$ cat src/rtl/adpll_loop_ctrl.sv
// ADPLL loop controller: TDC window sequencing, PI loop filter and DCO word update.
// Optional lock detector enabled by defining ADPLL_LOCK_DET_EN.
module adpll_loop_ctrl #(
  parameter int WIN_CYC  = 40,
  parameter int DCO_W    = 10,
  parameter int KP_SHIFT = 2,
  parameter int KI_SHIFT = 5,
  parameter int LOCK_TOL = 2,
  parameter int LOCK_CNT = 16
) (
  input  logic              clk,
  input  logic              reset,
  input  logic              en,
  input  logic [31:0]       up_error,
  input  logic [31:0]       dwn_error,
  output logic              tdc_rst,
  output logic [DCO_W-1:0]  dco_code,
  output logic              dco_valid,
  output logic signed [6:0] phase_err,
  output logic              locked,
  output logic              busy
);

  typedef enum logic [2:0] {IDLE, ARM, WAIT, SAMPLE, FILTER, UPDATE} state_t;

  localparam logic signed [17:0] DCO_MID = 18'sd1 <<< (DCO_W - 1);
  localparam logic signed [17:0] DCO_MAX = (18'sd1 <<< DCO_W) - 18'sd1;

  state_t                  r_state;
  state_t                  w_nextState;
  logic [7:0]              r_waitCnt;
  logic [5:0]              r_upCnt;
  logic [5:0]              r_dwnCnt;
  logic signed [6:0]       r_phaseErr;
  logic signed [15:0]      r_integ;
  logic [DCO_W-1:0]        r_dcoCode;
  logic signed [6:0]       w_diff;
  logic signed [16:0]      w_integSum;
  logic signed [15:0]      w_integNext;
  logic signed [17:0]      w_integTerm;
  logic signed [17:0]      w_phaseTerm;
  logic signed [17:0]      w_dcoSum;
  logic [DCO_W-1:0]        w_dcoNext;

  // Bubbles in the thermometer code are tolerated by counting every set bit.
  function automatic logic [5:0] popcount(input logic [31:0] v);
    logic [5:0] n;
    n = '0;
    for (int i = 0; i < 32; i++) n = n + {5'd0, v[i]};
    return n;
  endfunction

  always_ff @(posedge clk or posedge reset) begin
    if (reset) r_state <= IDLE;
    else       r_state <= w_nextState;
  end

  always_comb begin
    w_nextState = r_state;
    tdc_rst     = 1'b0;
    dco_valid   = 1'b0;
    busy        = 1'b1;
    case (r_state)
      IDLE: begin
        busy = 1'b0;
        if (en) w_nextState = ARM;
      end
      ARM: begin
        tdc_rst     = 1'b1;
        w_nextState = WAIT;
      end
      WAIT:   if (r_waitCnt == 8'(WIN_CYC - 1)) w_nextState = SAMPLE;
      SAMPLE: w_nextState = FILTER;
      FILTER: w_nextState = UPDATE;
      UPDATE: begin
        dco_valid   = 1'b1;
        w_nextState = en ? ARM : IDLE;
      end
      default: w_nextState = IDLE;
    endcase
  end

  assign w_diff     = $signed({1'b0, r_upCnt}) - $signed({1'b0, r_dwnCnt});
  assign w_integSum = {r_integ[15], r_integ} + {{10{w_diff[6]}}, w_diff};

  always_comb begin
    w_integNext = w_integSum[15:0];
    if (w_integSum > 17'sd32767)       w_integNext = 16'sh7FFF;
    else if (w_integSum < -17'sd32768) w_integNext = 16'sh8000;
  end

  // The new DCO word uses the integrator value being written in the same cycle.
  assign w_integTerm = $signed({{2{w_integNext[15]}}, w_integNext}) >>> KI_SHIFT;
  assign w_phaseTerm = $signed({{11{w_diff[6]}}, w_diff}) <<< KP_SHIFT;
  assign w_dcoSum    = DCO_MID + w_integTerm + w_phaseTerm;

  always_comb begin
    w_dcoNext = w_dcoSum[DCO_W-1:0];
    if (w_dcoSum < 18'sd0)       w_dcoNext = '0;
    else if (w_dcoSum > DCO_MAX) w_dcoNext = DCO_MAX[DCO_W-1:0];
  end

  always_ff @(posedge clk or posedge reset) begin
    if (reset) begin
      r_waitCnt  <= '0;
      r_upCnt    <= '0;
      r_dwnCnt   <= '0;
      r_phaseErr <= '0;
      r_integ    <= '0;
      r_dcoCode  <= DCO_MID[DCO_W-1:0];
    end else begin
      case (r_state)
        ARM:  r_waitCnt <= '0;
        WAIT: r_waitCnt <= r_waitCnt + 8'd1;
        SAMPLE: begin
          r_upCnt  <= popcount(up_error);
          r_dwnCnt <= popcount(dwn_error);
        end
        FILTER: begin
          r_phaseErr <= w_diff;
          r_integ    <= w_integNext;
          r_dcoCode  <= w_dcoNext;
        end
        default: ;
      endcase
    end
  end

  assign phase_err = r_phaseErr;
  assign dco_code  = r_dcoCode;

`ifdef ADPLL_LOCK_DET_EN
  localparam int LOCK_W = $clog2(LOCK_CNT + 1);

  logic [LOCK_W-1:0] r_lockCnt;
  logic              r_locked;
  logic [6:0]        w_absErr;

  assign w_absErr = w_diff[6] ? 7'(-w_diff) : w_diff;

  // Lock state changes on the same edge that publishes the new DCO word.
  always_ff @(posedge clk or posedge reset) begin
    if (reset) begin
      r_lockCnt <= '0;
      r_locked  <= 1'b0;
    end else if (r_state == FILTER) begin
      if (w_absErr <= 7'(LOCK_TOL)) begin
        if (r_lockCnt != LOCK_W'(LOCK_CNT)) r_lockCnt <= r_lockCnt + LOCK_W'(1);
        if (r_lockCnt >= LOCK_W'(LOCK_CNT - 1)) r_locked <= 1'b1;
      end else begin
        r_lockCnt <= '0;
        r_locked  <= 1'b0;
      end
    end
  end

  assign locked = r_locked;
`else
  assign locked = 1'b0;
`endif

endmodule

$ cat config.mk
export PLATFORM = sky130hd
export DESIGN_NAME = adpll_loop_ctrl
export DESIGN_NICKNAME = d
export VERILOG_FILES = /design/src/rtl/adpll_loop_ctrl.sv
export SDC_FILE = /design/constraint.sdc
export NUM_CORES = 1
export LEC_CHECK = 0
export ABC_AREA = 1
export CORE_MARGIN = 2
export CORE_UTILIZATION = 60
export DETAILED_ROUTE_END_ITERATION = 16
export GPL_ROUTABILITY_DRIVEN = 0
export PLACE_DENSITY = 0.95
export SYNTH_ARGS = -nofsm -noshare
export SYNTH_HDL_FRONTEND = slang
export SYNTH_SLANG_ARGS = --single-unit
$ cat constraint.sdc
create_clock -name clk -period 10.25 [get_ports clk]
set_input_delay 1.025 -clock clk [delete_from_list [all_inputs] [get_ports clk]]
set_output_delay 1.025 -clock clk [all_outputs]
set_load 0.01 [all_outputs]
Word-level counts from Yosys, hierarchy flattened
Index checks and enable logic that the tools add are counted.
Cells by class
  add/sub/neg operators: 67
  $lt $le $gt $ge: 4
  eq/ne operators: 8
  mux-type cells: 12
  reductions and logical operators: 3
Operators with widths (number)
  $add 6x1->6: 52
  $mux 16: 2
  $mux 10: 2
  $pmux 3 s6: 1
  $add 16x7->17: 1
  $gt 17x16->1 const B: 1
  $lt 17x16->1 const B: 1
  $pmux 8 s2: 1
  $add 12x9->13: 1
  $gt 13x11->1 const B: 1
  $lt 13x1->1 const B: 1
  $add 11x11->12 const A: 1
  $add 5x1->6: 2
  $add 4x1->5: 2
  $add 3x1->4: 2
  $add 8x1->8 const B: 1
  $eq 8x6->1 const B: 1
  $sub 6x6->7: 1
  $add 2x1->3: 2
  $eq 3x2->1 const B: 2
  $eq 3x3->1 const B: 2
  $mux 3: 2
  $add 1x1->2: 2
  $mux 1: 4
  other kinds (5): 6
Word-level totals
  bits in registers: 56
  bits of input ports: 67
  output and inout port bits: 21
  word-level logic and storage cells: 101

Depth between registers and ports, before layout
Gate-level depths: netlist (run 1).
  depth in word-level cells: 31
  mapped depth: 38

Least setup slack after synthesis (run 1)
OpenSTA, ideal clock, no wires.
  path kind: input port to flip-flop
  start point: input dwn_error[11]
  end point: register r_dwnCnt[4]
  setup time: 132 ps
  data arrival time: 5079 ps
  required time: 10118 ps
  setup slack: 5039 ps
  cell stages on the path: 20
  cell sequence: fa_1 inv_1 fa_1 inv_1 fa_1 fa_1 fa_1 inv_1 fa_1 inv_1 ha_1 inv_1 fa_1 inv_1 nand2_1 a21oi_1 nor2_1 xnor2_1 nand2_1 o21ai_0
Between the ends
  longest elaborated chain between the ends: 21
Ends and longest elaborated chain
  start: declaration: RTL line 15  | input logic [31:0] dwn_error,
  $add 6x1->6 (21 in series): RTL line 49  | for (int i = 0; i < 32; i++) n = n + {5'd0, v[i]};
  end signal: assignment: RTL line 117  | r_dwnCnt <= popcount(dwn_error);
  end: declaration: RTL line 33  | logic [5:0] r_dwnCnt;
No other way between the ends.
A chain may end at the register's enable or synchronous reset.

Final worst setup path (run 1)
  start point: register r_upCnt[0]
  end point: register r_dcoCode[1] (netlist: dco_code[1])
Between the ends
  longest elaborated chain between the ends: 10
  elaborated cells between the ends (all ways): 12
  those cells by class: add/sub (4); order compare (4); mux (4)
Ends and longest elaborated chain
  start: declaration: RTL line 32  | logic [5:0] r_upCnt;
  start signal: assignment: RTL line 116  | r_upCnt <= popcount(up_error);
  $sub 6x6->7 (*): RTL line 83  | assign w_diff = $signed({1'b0, r_upCnt}) - $signed({1'b0, r_dwnCnt});
  named net w_diff[6]: RTL line 37  | logic signed [6:0] w_diff;
  $add 16x7->17 (*): RTL line 84  | assign w_integSum = {r_integ[15], r_integ} + {{10{w_diff[6]}}, w_diff};
  $lt 17x16->1: RTL line 89  | else if (w_integSum < -17'sd32768) w_integNext = 16'sh8000;
  $mux 16: RTL line 89
  $mux 16 (*): RTL line 88  | if (w_integSum > 17'sd32767) w_integNext = 16'sh7FFF;
  named net w_integNext[8]: RTL line 39  | logic signed [15:0] w_integNext;
  $add 11x11->12 (*): RTL line 95  | assign w_dcoSum = DCO_MID + w_integTerm + w_phaseTerm;
  $add 12x9->13 (*): RTL line 95
  $gt 13x11->1: RTL line 100  | else if (w_dcoSum > DCO_MAX) w_dcoNext = DCO_MAX[DCO_W-1:0];
  $mux 10: RTL line 100
  $mux 10 (*): RTL line 99  | if (w_dcoSum < 18'sd0) w_dcoNext = '0;
  end signal: assignment: RTL line 110  | r_dcoCode <= DCO_MID[DCO_W-1:0];
  end signal: assignment: RTL line 122  | r_dcoCode <= w_dcoNext;
  end: declaration: RTL line 36  | logic [DCO_W-1:0] r_dcoCode;
Mark *: on every way through the listed nets, which the timed path passes. The rest lies on a longest branch.

==> results of run 1 <==
[synth_stat cells (6+ instances only)]
library cell | count | area share [%]
inv_1 | 133 | 9.0
a21oi_2 | 12 | 1.9
o21ai_0 | 36 | 3.3
nand3_1 | 30 | 2.7
a21oi_1 | 32 | 2.9
xor2_1 | 14 | 2.2
ha_1 | 55 | 12
fa_1 | 51 | 18
dfrtp_1 | 55 | 25
nand2_1 | 163 | 11
nor2_1 | 37 | 2.5
nand2_2 | 6 | 0.68
nor3_1 | 9 | 0.81
[layer usage]
metal  track usage [%]  routed length, um  share of wire, %  up-vias
li1                  -                  -                 -     2301
met1             30.78               4866                35     2359
met2             54.26               7258                53      276
met3             4.596                944               6.9       72
met4             14.75                705               5.1        0
met5                 0                  0                 0        -
[registers in the layout (all words and copies together), names as in the netlist]
signal	count
phase_err	7
r_state	3
dco_code	10
r_dwnCnt	6
r_integ	16
r_waitCnt	8
r_upCnt	6
[worst paths after layout]
| path | from | end | slack [ns] | depth (start not counted) |
|---|---|---|---|---|
| max reg2reg | r_upCnt[0] | dco_code[1] | 4.00 | 34 |
| max in group asynchronous | reset | dco_code[9] | 8.40 | 3 |
| min reg2reg | dco_code[9] | dco_code[9] | 0.48 | 2 |
| min in group asynchronous | reset | dco_code[8] | 1.02 | 2 |
| min | dco_code[9] | dco_code[9] | 0.48 | 2 |
| max | r_upCnt[0] | dco_code[1] | 4.00 | 34 |
[worst reg2reg max path, delay by kind of cell, from the launching register on]
kind                     cells  cell delay (ns)
AO/OA/AOI/OAI                6             1.22
adder cells (fa/ha/maj)      6             1.87
flip-flops                   1             0.38
AND/OR/NAND/NOR             18             2.36
buffers and inverters        4             0.29
[logic make-up after synthesis]
kind of cell             Yosys count  synth area share [%]
AND/OR/NAND/NOR                  267                 20.67
buffers and inverters            143                 10.22
adder cells (fa/ha/maj)          106                 30.90
AO/OA/AOI/OAI                     93                 9.930
flip-flops                        56                 25.36
XOR/XNOR                          18                 2.850
other                              1               0.06779
[through the flow]
stage / setup WS, ns / cell area, um2 / hold WS (ns) / std cells
after floorplan: 5.039 / 5532 / 0.4459 / 684
after detailed placement: 4.136 / 6484 / 0.4616 / 874
final: 4.000 / 6571 / 0.4781 / 882
after global routing: 3.588 / 6571 / 0.5085 / 882
after CTS: 4.118 / 6571 / 0.4778 / 882
after global placement: 4.471 / 6484 / 0.4622 / 874
[area by class of cell]
class,instances,area (um2)
Clock buffer,5,68.82
Clock inverter,3,18.77
Fill cell,640,2537
Inverter,134,503.0
Multi-Input combinational cell,485,3563
Sequential cell,56,1403
Tap cell,111,138.9
Timing Repair Buffer,88,875.8
[layout by cell type, fill, tap and decap left out, drive strengths merged, types with 9 or more instances in the layout]
master,count
a21oi,45
nor3,9
ha,55
dfrtp,55
fa,51
clkdlybuf4s50,86
o21ai,36
nor2,37
xor2,14
nand3,31
nand2,172
inv,134
==> reports/qor.yml, run 1 <==
synth_edf_count: 0
hpwlAfterDp_mm: 11.31
die_w_um: 100.0
yosys_warnings: 0
final-setup-viol-count: 0
numCtsBuffers: 5
ant_nets: 0
ys_types: 40
critPathBufInv: 4
initial_core_util_pct: 60.73
h-tree-depth: 2
tritoncts: "yes"
drc: 0
clock_latency_ns: 0.32
outcome: "complete, no violations"
ctsLongestPathBuffers: 2
routed_wl_mm: 13.77
wl_per_cell_um: 15.62
ys_seq_elements: 56
yosysSeqAreaShare_pct: 25.36
crit_family: "simple AND/OR/NAND/NOR gates"
vias: 5008
syn_area_um2: 5532
cts.sinks: 56
avgSynthCellArea_um2: 8.087
cap_violations: 0
ys_async_sr_fraction_pct: 100.0
synth_ff_type: "dfrtp_1"
core_area_um2: 9109
rsz0062_at_grt: "false"
slew_viol_final: 0
grt_use_total_pct: 28.74
slowest_delay_ns: 0.76
drt_first_iter_violations: 286
cp.arrival_ns: 6.46
cp_common_cell: "nand2_1"
setup_tns_ns: 0
cts-hold-fix-buffers: 0
syn_nets: 857
syn_to_final_growth_pct: 18.80
antennaDiodeCount: 0
ios: 88
grt_pass1_vias: 5284
grt_pass1_wl_mm: 22.87
clk_pin_slew_ns: 0.11
tightest_slew_ns: 1.011
row_count: 35
cts_resized: 0
fin_nets: 943
max_freq_ghz: 0.1600
synth_cells: 684
dr.pass1.iters: 5
postCtsSetupRepairBufs: 0
end_kind: "flop"
grt_max_degree: 37
die_h_um: 100.0
skew_ns: 0.009043
slew_headroom_pct: 32.36
fin_util_pct: 72.14
clockRootBuffer: "clkbuf_8"
hp-class: "flop to flop"
cp.required_ns: 10.46
finalCritPeriodShare_pct: 60.97
drive_above_1_share_pct: 5.318
crit_type: "flop to flop"
port_buffers: 86
dieArea_um2: 10000
start_kind: "flop"
grt-ovfl-total: 0
worstPathMaxFanout: 13
final_hold_viol_count: 0
fin_crit_ns: 6.250
grt_antenna_before_repair: 0
critPathSlowestCell: "nor2_1"
routed_via_density: 5.678
Power of run 1 is not shown: default switching activity piles up to over one toggle a cycle in this logic, so the estimate is an artifact.
==> run 2, diff against run 1 <==
--- a/config.mk
+++ b/config.mk
@@ -7,10 +7,10 @@
 export LEC_CHECK = 0
 export ABC_AREA = 1
 export CORE_MARGIN = 2
-export CORE_UTILIZATION = 60
+export CORE_UTILIZATION = 50
 export DETAILED_ROUTE_END_ITERATION = 16
 export GPL_ROUTABILITY_DRIVEN = 0
-export PLACE_DENSITY = 0.95
+export PLACE_DENSITY = 0.87
 export SYNTH_ARGS = -nofsm -noshare
 export SYNTH_HDL_FRONTEND = slang
 export SYNTH_SLANG_ARGS = --single-unit
==> constraint.sdc (replaced) <==
create_clock -name clk -period 5.33 [get_ports clk]
set_input_delay 0.533 -clock clk [delete_from_list [all_inputs] [get_ports clk]]
set_output_delay 0.533 -clock clk [all_outputs]
set_load 0.01 [all_outputs]
==> run 2 against run 1 <==
  * Sequential cell count stayed put
  * Highest routed layer unchanged
  * Die area is 19% higher
  * Clock skew is 0.0044 ns higher
  * Register-to-register slack worse by 3.8 ns
  * Non-clock buffer count is 16 higher
  * Critical path depth is 3 higher
  * Via count is 3.0% lower
  * Wire length is 8.2% lower
  * Maximum frequency is 22% higher
  * Utilization is 7.5 points lower
==> reports/qor.yml, run 2 (synthesis gave the netlist of run 1 again) <==
outcome: "complete, no violations"
ant_nets: 0  # unchanged
crit_family: "simple AND/OR/NAND/NOR gates"
rr_worst_depth: 37  # +8.8%
endpoint: "dco_code[4]"
vias: 4860  # -3.0%
finalCritPeriodShare_pct: 95.89  # +35 points
setup.worst_path.start: "r_upCnt[0]"
critPathSlowestCell: "dfrtp_1"
routed_via_density: 5.243  # -7.7%
slew_viol_final: 0  # unchanged
routed_wl_mm: 12.64  # -8.2%
slew_headroom_pct: 50.94  # +19 points
drt_first_iter_violations: 350  # +22%
die_h_um: 109.2  # +9.2%
grt_pass1_wl_mm: 20.60  # -9.9%
cts-hold-fix-buffers: 0  # unchanged
ios: 88  # unchanged
critPathBufInv: 9  # +5
final-setup-viol-count: 0  # unchanged
layout_common_cells: "158 x nand2_1, 130 x inv_1, 86 x clkdlybuf4s50_1"
cp_common_cell: "nand2_1"
final_hold_viol_count: 0  # unchanged
dr.pass1.iters: 5  # unchanged
rr_startpoint: "r_upCnt[0]"
top_register: "r_integ"
crit_type: "flop to flop"
ctsLongestPathBuffers: 2  # unchanged
syn_to_final_growth_pct: 26.67
clock_latency_ns: 0.33  # about the same
multi_input_area_um2: 3800  # +6.6%
row_count: 38  # +8.6%
start_kind: "flop"
max_freq_ghz: 0.1956  # +22%
worstPathMaxFanout: 6  # -7
cap_violations: 0  # unchanged
cp.required_ns: 5.54  # -4.92 ns
drc: 0  # unchanged
clk_pin_slew_ns: 0.11  # about the same
core_area_um2: 10840  # +19%
drive_above_1_share_pct: 11.69  # +6.4 points
grt_use_total_pct: 21.45  # -7.3 points
hpwlAfterDp_mm: 9.547  # -16%
fin_nets: 959  # +1.7%
placed_area_um2: 6595  # +1.7%
ff_latch_area_um2: 1403  # unchanged
grt_antenna_before_repair: 0  # unchanged
wl_per_cell_um: 13.64  # -13%
hp-class: "flop to flop"
cp_num_cells: 37  # +8.8%
tightest_slew_ns: 0.7359  # -0.2750 ns
grt-ovfl-total: 0  # unchanged
grt_max_degree: 57  # +54%
antennaDiodeCount: 0  # unchanged
die_w_um: 109.2  # +9.2%
end_kind: "flop"
fin_area_um2: 7007  # +6.6%
fin_crit_ns: 5.111  # -1.139 ns
clockRootBuffer: "clkbuf_8"
numCtsBuffers: 5  # unchanged
dieArea_um2: 11920  # +19%
cp.arrival_ns: 5.32  # -1.14 ns
fill_cells: 893  # +40%
port_buffers: 86  # unchanged
cts.sinks: 56  # unchanged
h-tree-depth: 2  # unchanged
skew_ns: 0.01342  # +0.004373 ns
initial_core_util_pct: 51.03  # -9.7 points
reg2reg_setup_slack_ns: 0.22  # -3.78 ns
r2r-end: "dco_code[4]"
grt_pass1_vias: 4853  # -8.2%
final_common_cell: "nand2_1"
slowest_delay_ns: 0.39  # -0.37 ns
tritoncts: "yes"
largest_reg_flops: 16  # unchanged
==> run 2: how the worst min path moves through the flow <==
stage | from | end | slack [ns] | depth (start not counted)
after global routing | dco_code[9] | dco_code[9] | 0.52 | 2
after global placement | dco_code[9] | dco_code[9] | 0.46 | 2
final | dco_code[9] | dco_code[9] | 0.48 | 2
after floorplan | r_dwnCnt[0] | r_dwnCnt[0] | 0.45 | 2
after detailed placement | dco_code[9] | dco_code[9] | 0.46 | 2
after CTS | dco_code[9] | dco_code[9] | 0.48 | 2
==> run 2: area by class of cell <==
cell class	instances	share of cell area (%)
clock buffer	5	0.9821
clock inverter	3	0.6607
inverter	134	7.179
multi-input combinational	485	54.23
sequential	56	20.02
tap	140	2.500
timing repair buffer	104	14.43
==> run 2: timing repair <==
item / in CTS / in global routing
setup buffers: 0 / 5
endpoints found under the setup margin: 0 / 10
hold endpoints to repair: 0 / 0
gates resized for setup: 0 / 46
==> run 2: metal layers <==
layer	track usage [%]	up-vias	wire length, um
met5	0	-	0
met4	6.691	0	367
met3	2.989	35	785
met2	40.15	188	6605
met1	25.22	2302	4882
li1	-	2335	-
==> run 2: tightest hold or removal path, cell delays in order, from the launching register on <==
cell	delay [ns]
dfstp_2	0.39
nand2_1	0.06
nand2_1	0.05
==> run 2: stage by stage <==
stage	std cells	utilization [%]	setup slack (ns)	hold WS [ns]	TNS, ns
2_1_floorplan	684	-	0.1566	0.4459	0
3_3_place_gp	913	60.84	0.1003	0.4596	0
3_5_place_dp	913	60.84	0.002734	0.4627	0
4_1_cts	921	61.90	0.07405	0.4803	0
5_1_grt	927	64.64	-0.1168	0.5167	-0.6920
6_report	927	64.64	0.2188	0.4795	0
Power of run 2 is left out for the same reason.
==> run 3, diff against run 2 <==
--- a/config.mk
+++ b/config.mk
@@ -10,7 +10,7 @@
 export CORE_UTILIZATION = 50
 export DETAILED_ROUTE_END_ITERATION = 16
 export GPL_ROUTABILITY_DRIVEN = 0
-export PLACE_DENSITY = 0.87
+export PLACE_DENSITY = 0.76
 export SYNTH_ARGS = -nofsm -noshare
 export SYNTH_HDL_FRONTEND = slang
 export SYNTH_SLANG_ARGS = --single-unit
==> run 3 against run 2 <==
  * Count of clock-buffer cells in the layout grew 1
  * Non-clock buffer count rose by 1
  * Setup slack worse by 0.033 ns
  * Wire length grew 0.89%
  * Die area did not move
  * Clock skew fell by 0.0016 ns
  * Via count fell by 1.1%
  * Utilization rose by 0.43 points
  * Final area up 0.66%
==> reports/qor.yml, run 3 (synthesis gave the netlist of run 1 again) <==
cp_num_cells: 36  # -2.7%
max_freq_ghz: 0.1944  # -0.65%
clockRootBuffer: "clkbuf_8"
cts-hold-fix-buffers: 0  # unchanged
row_count: 38  # unchanged
dieArea_um2: 11920  # unchanged
layout_common_cells: "147 x nand2_1, 130 x inv_1, 86 x clkdlybuf4s50_1"
slew_headroom_pct: 45.75  # -5.2 points
core_area_um2: 10840  # unchanged
gr-usage-met1_pct: 26.74  # +1.5 points
tritoncts: "yes"
cp.arrival_ns: 5.36  # +0.04 ns
slew_viol_final: 0  # unchanged
r2r-end: "dco_code[4]"
worst_slack_ns: 0.1854  # -0.03340 ns
ant_nets: 0  # unchanged
port_buffers: 86  # unchanged
routed_wl_mm: 12.75  # +0.89%
grt_pass1_wl_mm: 20.36  # -1.2%
h-tree-depth: 2  # unchanged
post-place-ws_ns: -0.07603  # -0.07877 ns
reg2reg_setup_slack_ns: 0.19  # -0.03 ns
dr.pass1.iters: 5  # unchanged
hp-class: "flop to flop"
ctsLongestPathBuffers: 2  # unchanged
cp.required_ns: 5.55  # about the same
fin_crit_ns: 5.145  # +0.03340 ns
clk_pin_slew_ns: 0.11  # about the same
clock_latency_ns: 0.33  # about the same
grt_pass1_vias: 4677  # -3.6%
fin_nets: 960  # +0.10%
start_kind: "flop"
final_common_cell: "nand2_1"
worstPathMaxFanout: 6  # unchanged
rr_worst_depth: 36  # -2.7%
die_h_um: 109.2  # unchanged
crit_family: "simple AND/OR/NAND/NOR gates"
drc: 0  # unchanged
drive_above_1_share_pct: 13.71  # +2.0 points
critPathBufInv: 6  # -3
grt_use_total_pct: 21.32  # -0.12 points
initial_core_util_pct: 51.03  # unchanged
whs_ns: 0.4851  # +0.005604 ns
top_register: "r_integ"
use_met2_pct: 38.07  # -2.1 points
tightest_slew_ns: 0.8128  # +0.07692 ns
gr-usage-met3_pct: 3.586  # +0.60 points
antennaDiodeCount: 0  # unchanged
endpoint: "dco_code[4]"
largest_reg_flops: 16  # unchanged
grt.busiest_layer: "met2"
drt_first_iter_violations: 211  # -40%
critPathSlowestCell: "dfrtp_1"
finalCritPeriodShare_pct: 96.52  # +0.63 points
crit_type: "flop to flop"
final-setup-viol-count: 0  # unchanged
grt_antenna_before_repair: 0  # unchanged
grt-ovfl-total: 0  # unchanged
syn_to_final_growth_pct: 27.51
outcome: "complete, no violations"
cts.sinks: 56  # unchanged
slowest_delay_ns: 0.39  # about the same
die_w_um: 109.2  # unchanged
vias: 4808  # -1.1%
fin_util_pct: 65.06  # +0.43 points
numCtsBuffers: 5  # unchanged
routed_via_density: 5.181  # -1.2%
skew_ns: 0.01180  # -0.001618 ns
final_hold_viol_count: 0  # unchanged
ios: 88  # unchanged
cp_common_cell: "nand2_2"
setup.worst_path.start: "r_upCnt[0]"
rr_startpoint: "r_upCnt[0]"
cap_violations: 0  # unchanged
wl_per_cell_um: 13.74  # +0.78%
grt_max_degree: 57  # unchanged
hpwlAfterDp_mm: 9.853  # +3.2%
end_kind: "flop"
-- run 3: cell count changes in the layout (fill, tap and decap cells not counted), moves of 2 or more --
cell / before / now
nand2_1: 158 / 147
a21oi_1: 24 / 22
nand2_2: 11 / 21
a21oi_2: 19 / 21
-- run 3: stage by stage --
stage	std cells	instance area (um2)	setup TNS, ns
after floorplan	684	5532	0
after global placement	909	6565	0
after detailed placement	909	6565	-0.1133
after CTS	917	6666	0
after global routing	928	7053	-0.5256
final	928	7053	0
-- run 3: worst min-delay path by stage --
stage | end | slack (ns) | from | cells past startpoint
after CTS | dco_code[9] | 0.49 | dco_code[9] | 2
after detailed placement | dco_code[9] | 0.47 | dco_code[9] | 2
after floorplan | r_dwnCnt[0] | 0.45 | r_dwnCnt[0] | 2
after global routing | dco_code[9] | 0.49 | dco_code[9] | 2
final | dco_code[9] | 0.49 | dco_code[9] | 2
after global placement | dco_code[9] | 0.46 | dco_code[9] | 2
-- run 3: worst min-delay path, delay by kind of cell (launching register included) --
kind             cells  cell delay (ns)
and+or+nand+nor      2             0.10
DFF                  1             0.39
-- run 3: cell type report --
class                      count  area [um2]
timing repair buffer         105        1018
fill                         909        3787
inverter                     134       503.0
multi-input combinational    485        3852
clock buffer                   6       82.58
sequential                    56        1403
tap                          140       175.2
clock inverter                 2       18.77
-- run 3: per-layer routing --
layer  up-vias  share of wire, %
met1      2287                41
li1       2346                 -
met5         -                 0
met3        13               5.6
met2       162                52
met4         0               1.3
-- run 3: what timing repair did --
| action | CTS | global route |
|---|---|---|
| hold endpoints to repair | 0 | 0 |
| setup buffers | 0 | 10 |
| pin swaps | 0 | 19 |
| resized for setup | 1 | 64 |
| setup endpoints to repair | 8 | 10 |
| gates cloned | 0 | 1 |
Power of run 3 is left out for the same reason.
